### config.mk
export PLATFORM = sky130hd
export DESIGN_NAME = seq_divider32
export DESIGN_NICKNAME = d
export VERILOG_FILES = /design/src/rtl/seq_divider32.sv
export SDC_FILE = /design/constraint.sdc
export NUM_CORES = 1
export LEC_CHECK = 0
export ABC_AREA = 1
export CAP_MARGIN = 25
export CORE_AREA = 2 2 224 226
export CTS_CLUSTER_DIAMETER = 60
export DETAILED_ROUTE_END_ITERATION = 6
export DIE_AREA = 0 0 226 228
export GPL_TIMING_DRIVEN = 0
export MAX_ROUTING_LAYER = met4
export PLACE_DENSITY_LB_ADDON = 0.3
export SETUP_SLACK_MARGIN = 0.4
export SYNTH_ARGS = -nofsm -noshare
export SYNTH_HDL_FRONTEND = slang
export SYNTH_SLANG_ARGS = --single-unit
### constraint.sdc
create_clock -name clk -period 4.1 [get_ports clk]
set_input_delay 0.615 -clock clk [delete_from_list [all_inputs] [get_ports clk]]
set_output_delay 0.615 -clock clk [all_outputs]
set_load 0.01 [all_outputs]
### src/rtl/seq_divider32.sv
// -----------------------------------------------------------------------------
// seq_divider32
// Multi-cycle restoring divider. It produces one quotient bit per clock using
// shift-and-subtract, and it handshakes with the control unit through
// start/busy/done.
//
// Optional build macro: DIV_EARLY_OUT_EN
//   When defined, an operation with |dividend| < |divisor| (and a non-zero
//   divisor) skips the iteration phase and finishes one cycle after
//   acceptance. Results are bit-identical with or without the macro.
//
// Ports:
//   clk          in   system clock, rising edge
//   reset_n      in   synchronous active-low reset
//   start        in   request pulse, sampled only in IDLE
//   signed_op    in   1 = two's-complement divide, 0 = unsigned
//   dividend     in   [WIDTH-1:0] numerator, sampled with start
//   divisor      in   [WIDTH-1:0] denominator, sampled with start
//   busy         out  high from the cycle after an accepted start until done
//   done         out  single-cycle pulse when results are valid
//   quotient     out  [WIDTH-1:0] result, held until the next result
//   remainder    out  [WIDTH-1:0] result, held until the next result
//   div_by_zero  out  set with done when divisor == 0, held with the results
// -----------------------------------------------------------------------------
module seq_divider32 #(
    parameter int WIDTH = 32
) (
    input  logic             clk,
    input  logic             reset_n,
    input  logic             start,
    input  logic             signed_op,
    input  logic [WIDTH-1:0] dividend,
    input  logic [WIDTH-1:0] divisor,
    output logic             busy,
    output logic             done,
    output logic [WIDTH-1:0] quotient,
    output logic [WIDTH-1:0] remainder,
    output logic             div_by_zero
);

    localparam int CW = $clog2(WIDTH + 1);

    typedef enum logic [1:0] {
        S_IDLE   = 2'd0,
        S_CALC   = 2'd1,
        S_FINISH = 2'd2
    } state_t;

    // Two's-complement negation.
    function automatic logic [WIDTH-1:0] negate(input logic [WIDTH-1:0] x);
        return {WIDTH{1'b0}} - x;
    endfunction

    state_t           state_q,     state_d;
    logic             busy_q,      busy_d;
    logic             done_q,      done_d;
    logic             dz_q,        dz_d;
    logic [WIDTH-1:0] quot_q,      quot_d;
    logic [WIDTH-1:0] rem_out_q,   rem_out_d;
    logic [WIDTH-1:0] part_q,      part_d;     // partial remainder magnitude
    logic [WIDTH-1:0] dvd_q,       dvd_d;      // dividend magnitude / quotient bits
    logic [WIDTH-1:0] dvs_q,       dvs_d;      // divisor magnitude
    logic [CW-1:0]    cnt_q,       cnt_d;
    logic             neg_quo_q,   neg_quo_d;
    logic             neg_rem_q,   neg_rem_d;
    logic             op_dz_q,     op_dz_d;
    logic [WIDTH-1:0] orig_q,      orig_d;     // raw dividend for divide-by-zero

    logic [WIDTH-1:0] mag_a_s;
    logic [WIDTH-1:0] mag_b_s;
    logic [WIDTH:0]   shifted_s;
    logic [WIDTH:0]   trial_s;
    logic             q_bit_s;

    assign busy        = busy_q;
    assign done        = done_q;
    assign quotient    = quot_q;
    assign remainder   = rem_out_q;
    assign div_by_zero = dz_q;

    // Operand magnitudes and one restoring-division step.
    always_comb begin
        mag_a_s   = (signed_op && dividend[WIDTH-1]) ? negate(dividend) : dividend;
        mag_b_s   = (signed_op && divisor[WIDTH-1])  ? negate(divisor)  : divisor;
        shifted_s = {part_q, dvd_q[WIDTH-1]};
        // The low WIDTH bits of the shifted remainder are compared with the
        // divisor in a WIDTH+1-bit subtract. Bit WIDTH of the result is the
        // borrow. A set top bit in the shifted value always means the divisor
        // fits, because the partial remainder is always below the divisor.
        trial_s   = {1'b0, shifted_s[WIDTH-1:0]} - {1'b0, dvs_q};
        q_bit_s   = shifted_s[WIDTH] | ~trial_s[WIDTH];
    end

    // Next-state and datapath control.
    always_comb begin
        state_d   = state_q;
        busy_d    = busy_q;
        done_d    = 1'b0;
        dz_d      = dz_q;
        quot_d    = quot_q;
        rem_out_d = rem_out_q;
        part_d    = part_q;
        dvd_d     = dvd_q;
        dvs_d     = dvs_q;
        cnt_d     = cnt_q;
        neg_quo_d = neg_quo_q;
        neg_rem_d = neg_rem_q;
        op_dz_d   = op_dz_q;
        orig_d    = orig_q;

        case (state_q)
            S_IDLE: begin
                if (start) begin
                    busy_d    = 1'b1;
                    dz_d      = 1'b0;
                    orig_d    = dividend;
                    neg_quo_d = signed_op & (dividend[WIDTH-1] ^ divisor[WIDTH-1]);
                    neg_rem_d = signed_op & dividend[WIDTH-1];
                    part_d    = {WIDTH{1'b0}};
                    dvd_d     = mag_a_s;
                    dvs_d     = mag_b_s;
                    cnt_d     = CW'(WIDTH);
                    if (divisor == {WIDTH{1'b0}}) begin
                        op_dz_d = 1'b1;
                        state_d = S_FINISH;
                    end
`ifdef DIV_EARLY_OUT_EN
                    else if (mag_a_s < mag_b_s) begin
                        // Quotient is zero and the remainder is the whole
                        // dividend magnitude, so FINISH can sign it as usual.
                        op_dz_d = 1'b0;
                        part_d  = mag_a_s;
                        dvd_d   = {WIDTH{1'b0}};
                        state_d = S_FINISH;
                    end
`endif
                    else begin
                        op_dz_d = 1'b0;
                        state_d = S_CALC;
                    end
                end else begin
                    state_d = S_IDLE;
                end
            end
            S_CALC: begin
                part_d = q_bit_s ? trial_s[WIDTH-1:0] : shifted_s[WIDTH-1:0];
                dvd_d  = {dvd_q[WIDTH-2:0], q_bit_s};
                cnt_d  = cnt_q - CW'(1);
                if (cnt_q == CW'(1)) begin
                    state_d = S_FINISH;
                end else begin
                    state_d = S_CALC;
                end
            end
            S_FINISH: begin
                done_d  = 1'b1;
                busy_d  = 1'b0;
                state_d = S_IDLE;
                if (op_dz_q) begin
                    quot_d    = {WIDTH{1'b1}};
                    rem_out_d = orig_q;
                    dz_d      = 1'b1;
                end else begin
                    // Truncation toward zero: the remainder follows the
                    // dividend's sign. Most-negative / -1 wraps naturally.
                    quot_d    = neg_quo_q ? negate(dvd_q)  : dvd_q;
                    rem_out_d = neg_rem_q ? negate(part_q) : part_q;
                    dz_d      = 1'b0;
                end
            end
            default: begin
                state_d = S_IDLE;
                busy_d  = 1'b0;
            end
        endcase
    end

    // State and datapath registers with synchronous reset.
    always_ff @(posedge clk) begin
        if (!reset_n) begin
            state_q   <= S_IDLE;
            busy_q    <= 1'b0;
            done_q    <= 1'b0;
            dz_q      <= 1'b0;
            quot_q    <= {WIDTH{1'b0}};
            rem_out_q <= {WIDTH{1'b0}};
            part_q    <= {WIDTH{1'b0}};
            dvd_q     <= {WIDTH{1'b0}};
            dvs_q     <= {WIDTH{1'b0}};
            cnt_q     <= {CW{1'b0}};
            neg_quo_q <= 1'b0;
            neg_rem_q <= 1'b0;
            op_dz_q   <= 1'b0;
            orig_q    <= {WIDTH{1'b0}};
        end else begin
            state_q   <= state_d;
            busy_q    <= busy_d;
            done_q    <= done_d;
            dz_q      <= dz_d;
            quot_q    <= quot_d;
            rem_out_q <= rem_out_d;
            part_q    <= part_d;
            dvd_q     <= dvd_d;
            dvs_q     <= dvs_d;
            cnt_q     <= cnt_d;
            neg_quo_q <= neg_quo_d;
            neg_rem_q <= neg_rem_d;
            op_dz_q   <= op_dz_d;
            orig_q    <= orig_d;
        end
    end

endmodule

==> results.md <==
* Status: finished clean
* Syn Nets at 2568
* Fin Setup TNS at 0 ps
* Die width at about 230 um
* Fin. Hold Viols at 0
* Cell Area, Placed at 16790 um^2
* Sequential-to-total area share from yosys stat at about 28%
* Worst R2R Start: dvd_q[31]
* Final core utilization at about 36%
* Most frequent cells in the layout: nand2_1 (662), inv_1 (404), nor2_1 (249), nand3_1 (206), dfxtp_1 (206)
* # hold bufs at CTS at 0
* FF/Latch Area at 4124 um^2
* Synth Instances at 2461
* Htree depth at 1
* Number of cell rows at 82
* GRT overflow at 0
* CTS clk-pin slew, worst paths at 60 ps
* Final WL at about 64000 um
* Worst hold endpoint: orig_q[6]
* WP data required at between 4000 and 5000 ps
* Clock Skew at 17.65 ps
* Post-synth EDFFs at 0
* Critical path data arrival time at between 3000 and 4000 ps
* Crit Path Category: reg2reg
* Crit path launch type: flop
* Post-CTS sizing at 0
* Clock Latency Late Sink at 570 ps
* Fin cells at 3320
* Ports at between 100 and 150
* Clock Root Buffer: clkbuf_16
* CP max FO at 10
* CTS buffer count at 29
* Number of vias per cell at 5.001
* Gpl congestion at 0.9995
* Antenna-violating nets left at 0
* RR Endpoint: part_q[25]
* WL/cell at about 19 um
* Seq cells post-synth at slightly above 200
* Leak Pwr at 8.290 nW
* PD cells at 490.5 nW/um^2
* Drt pass-1 iters at 6
* Final worst path period share at 69.13%
* # diodes at 0
* Hold path cells at 2
* Die Height at 228 um
* R2R cell count at 16
* PortBufs at 134
* First-pass GRT wire length at 95680 um
* CP max stage delay at 410 ps
* Worst Hold Class: reg2reg
* Synthesized area per cell at slightly below 6 um^2
* Vias at 16602
* Warnings from Yosys at 0
* Initial antenna violation count at 0
* Pins Over Slew Limit at 0
* Post-synthesis async set-or-reset flop share at 0%
* Synth cell types at 57
* Initial Util at between 20 and 30%
* CTS max path bufs at 3
* Core area at 49350 um^2
* Total setup buffers inserted after CTS at 0
* Pwr Total at 8.694 mW
* CTS tree: built
* Remaining DRCs at 0
* Gr usage total at 25.12%
* CP endpoint kind: flop
* Critical-path cell list: inv_1, ha_1, fa_1, inv_1, nand2_1, nand2_1, nand3_2, nand2_2, nand2_2, nand2_4, nand3_4, nand2_4, buf_6, nand3_1, nand2_1, a21oi_1
* Post-route minimum period at 2834 ps
* Critical path's slowest cell: fa_1
* Layout cells sized above 1 at ~4.3%
* Fmax at 352.8 MHz
* Largest net degree at the start of global routing at 15
* Peak supply drop at 0.0002982 V
* Slew HR at 35.85%
* Vias in the first global route at 15651
* Half-perimeter wire length after detailed placement at between 50000 and 60000 um
* DIE AREA at ~50000 um^2
* Placed Cells incl. Taps at around 3300
* Fin area at 17720 um^2
* Area taken by multi-input logic gates at between 8000 and 9000 um^2
* RSZ-0062 raised after global routing: no
* Commonest non-fill, non-tap cell in the layout: nand2_1
* HP Start: orig_q[6]
* Max-cap violations at 0
* Worst-margin pin slew at 958.7 ps
* Mapped cell area at 14610 um^2
* Ys flop type: dfxtp_1
* # nets final at 2733
* Area growth syn-to-layout at 21.36%
* Clk sinks at 206
* Fillers at approximately 5400
* Most numerous cell on the critical path: nand2_1
* Finish-stage setup viols at 0
* DR iter-0 viols at 1681
* Reg2Reg Setup Slack at approximately 1300 ps
-- Yosys cell counts, drive strengths merged, types with 4 or more instances --
cell / instances / area, um^2
nand3b: 8 / 72.57
xor2: 40 / 350.3
clkbuf: 57 / 214.0
or2: 10 / 62.57
clkinv: 4 / 15.01
nand4: 39 / 244.0
inv: 409 / 1535
dfxtp: 206 / 4124
nand3: 212 / 1099
o211ai: 16 / 120.1
a31oi: 28 / 175.2
a21oi: 166 / 845.8
nand2: 669 / 2539
o221ai: 24 / 210.2
nor3: 30 / 166.4
xnor2: 5 / 43.79
and2: 8 / 51.31
ha: 38 / 475.5
o21ai: 177 / 889.6
buf: 36 / 201.4
nor2: 258 / 1001
-- stage by stage --
stage | worst slack [ps] | hold WS (ps)
detailed placement | 941.1 | 438.7
CTS | 1321 | 447.5
finish | 1266 | 451.8
global route | 1118 | 457.5
global placement | 949.0 | 437.4
floorplan | 1940 | 423.7
-- state kept, by name, indices dropped and copies added, names as in the netlist --
| register | flops |
|---|---|
| div_by_zero | 1 |
| neg_quo_q | 1 |
| dvs_q | 32 |
| state_q | 2 |
| cnt_q | 6 |
| quotient | 32 |
| orig_q | 32 |
| done | 1 |
| neg_rem_q | 1 |
| remainder | 32 |
| part_q | 32 |
| op_dz_q | 1 |
| busy | 1 |
| dvd_q | 32 |
-- routing by layer --
layer	vias up	track usage, %	share of wire (%)
li1	8226	-	-
met1	7756	32.71	45
met2	529	41.41	47
met3	91	2.421	5.5
met4	0	6.747	2.7
met5	-	-	0
-- power breakdown --
group,switching [mW],internal [mW]
logic,2.65,1.21
registers,0.186,2.16
clock network,1.02,1.47
total,3.86,4.84
-- worst max path at each step --
stage          slack [ps]         end  startpoint  cells after the start
2_1_floorplan        1940  part_q[27]   dvd_q[31]                     16
3_3_place_gp          950   dvs_q[30]   signed_op                      8
3_5_place_dp          940   dvs_q[30]   signed_op                      8
4_1_cts              1320  part_q[25]   dvd_q[31]                     16
5_1_grt              1120  part_q[25]   dvd_q[31]                     16
6_report             1270  part_q[25]   dvd_q[31]                     16
-- worst max-delay path, delay by kind of cell (launching register included) --
family,cells,cell delay [ps]
adder cells (fa/ha/maj),2,670
AND/OR/NAND/NOR,10,1110
flip-flops,1,380
buffers and inverters,3,440
AO/OA/AOI/OAI,1,70
-- layout make-up --
class | count | share of cell area [%]
Buffer | 93 | 2.344
Clock buffer | 38 | 4.341
Clock inverter | 15 | 0.9459
Inverter | 413 | 8.746
Multi-Input combinational cell | 1749 | 48.04
Sequential cell | 206 | 23.27
Tap cell | 672 | 4.744
Timing Repair Buffer | 134 | 7.567
-- kinds of logic after synthesis --
kind of cell	share of synthesized area, %
AOI/OAI and AO/OA	16.11
xor gates and xnor gates	2.699
adders and majority gates	3.392
buffers and inverters	13.46
DFF	28.24
and+or+nand+nor	36.11
No activity file was read; power rests on OpenSTA's default activity.
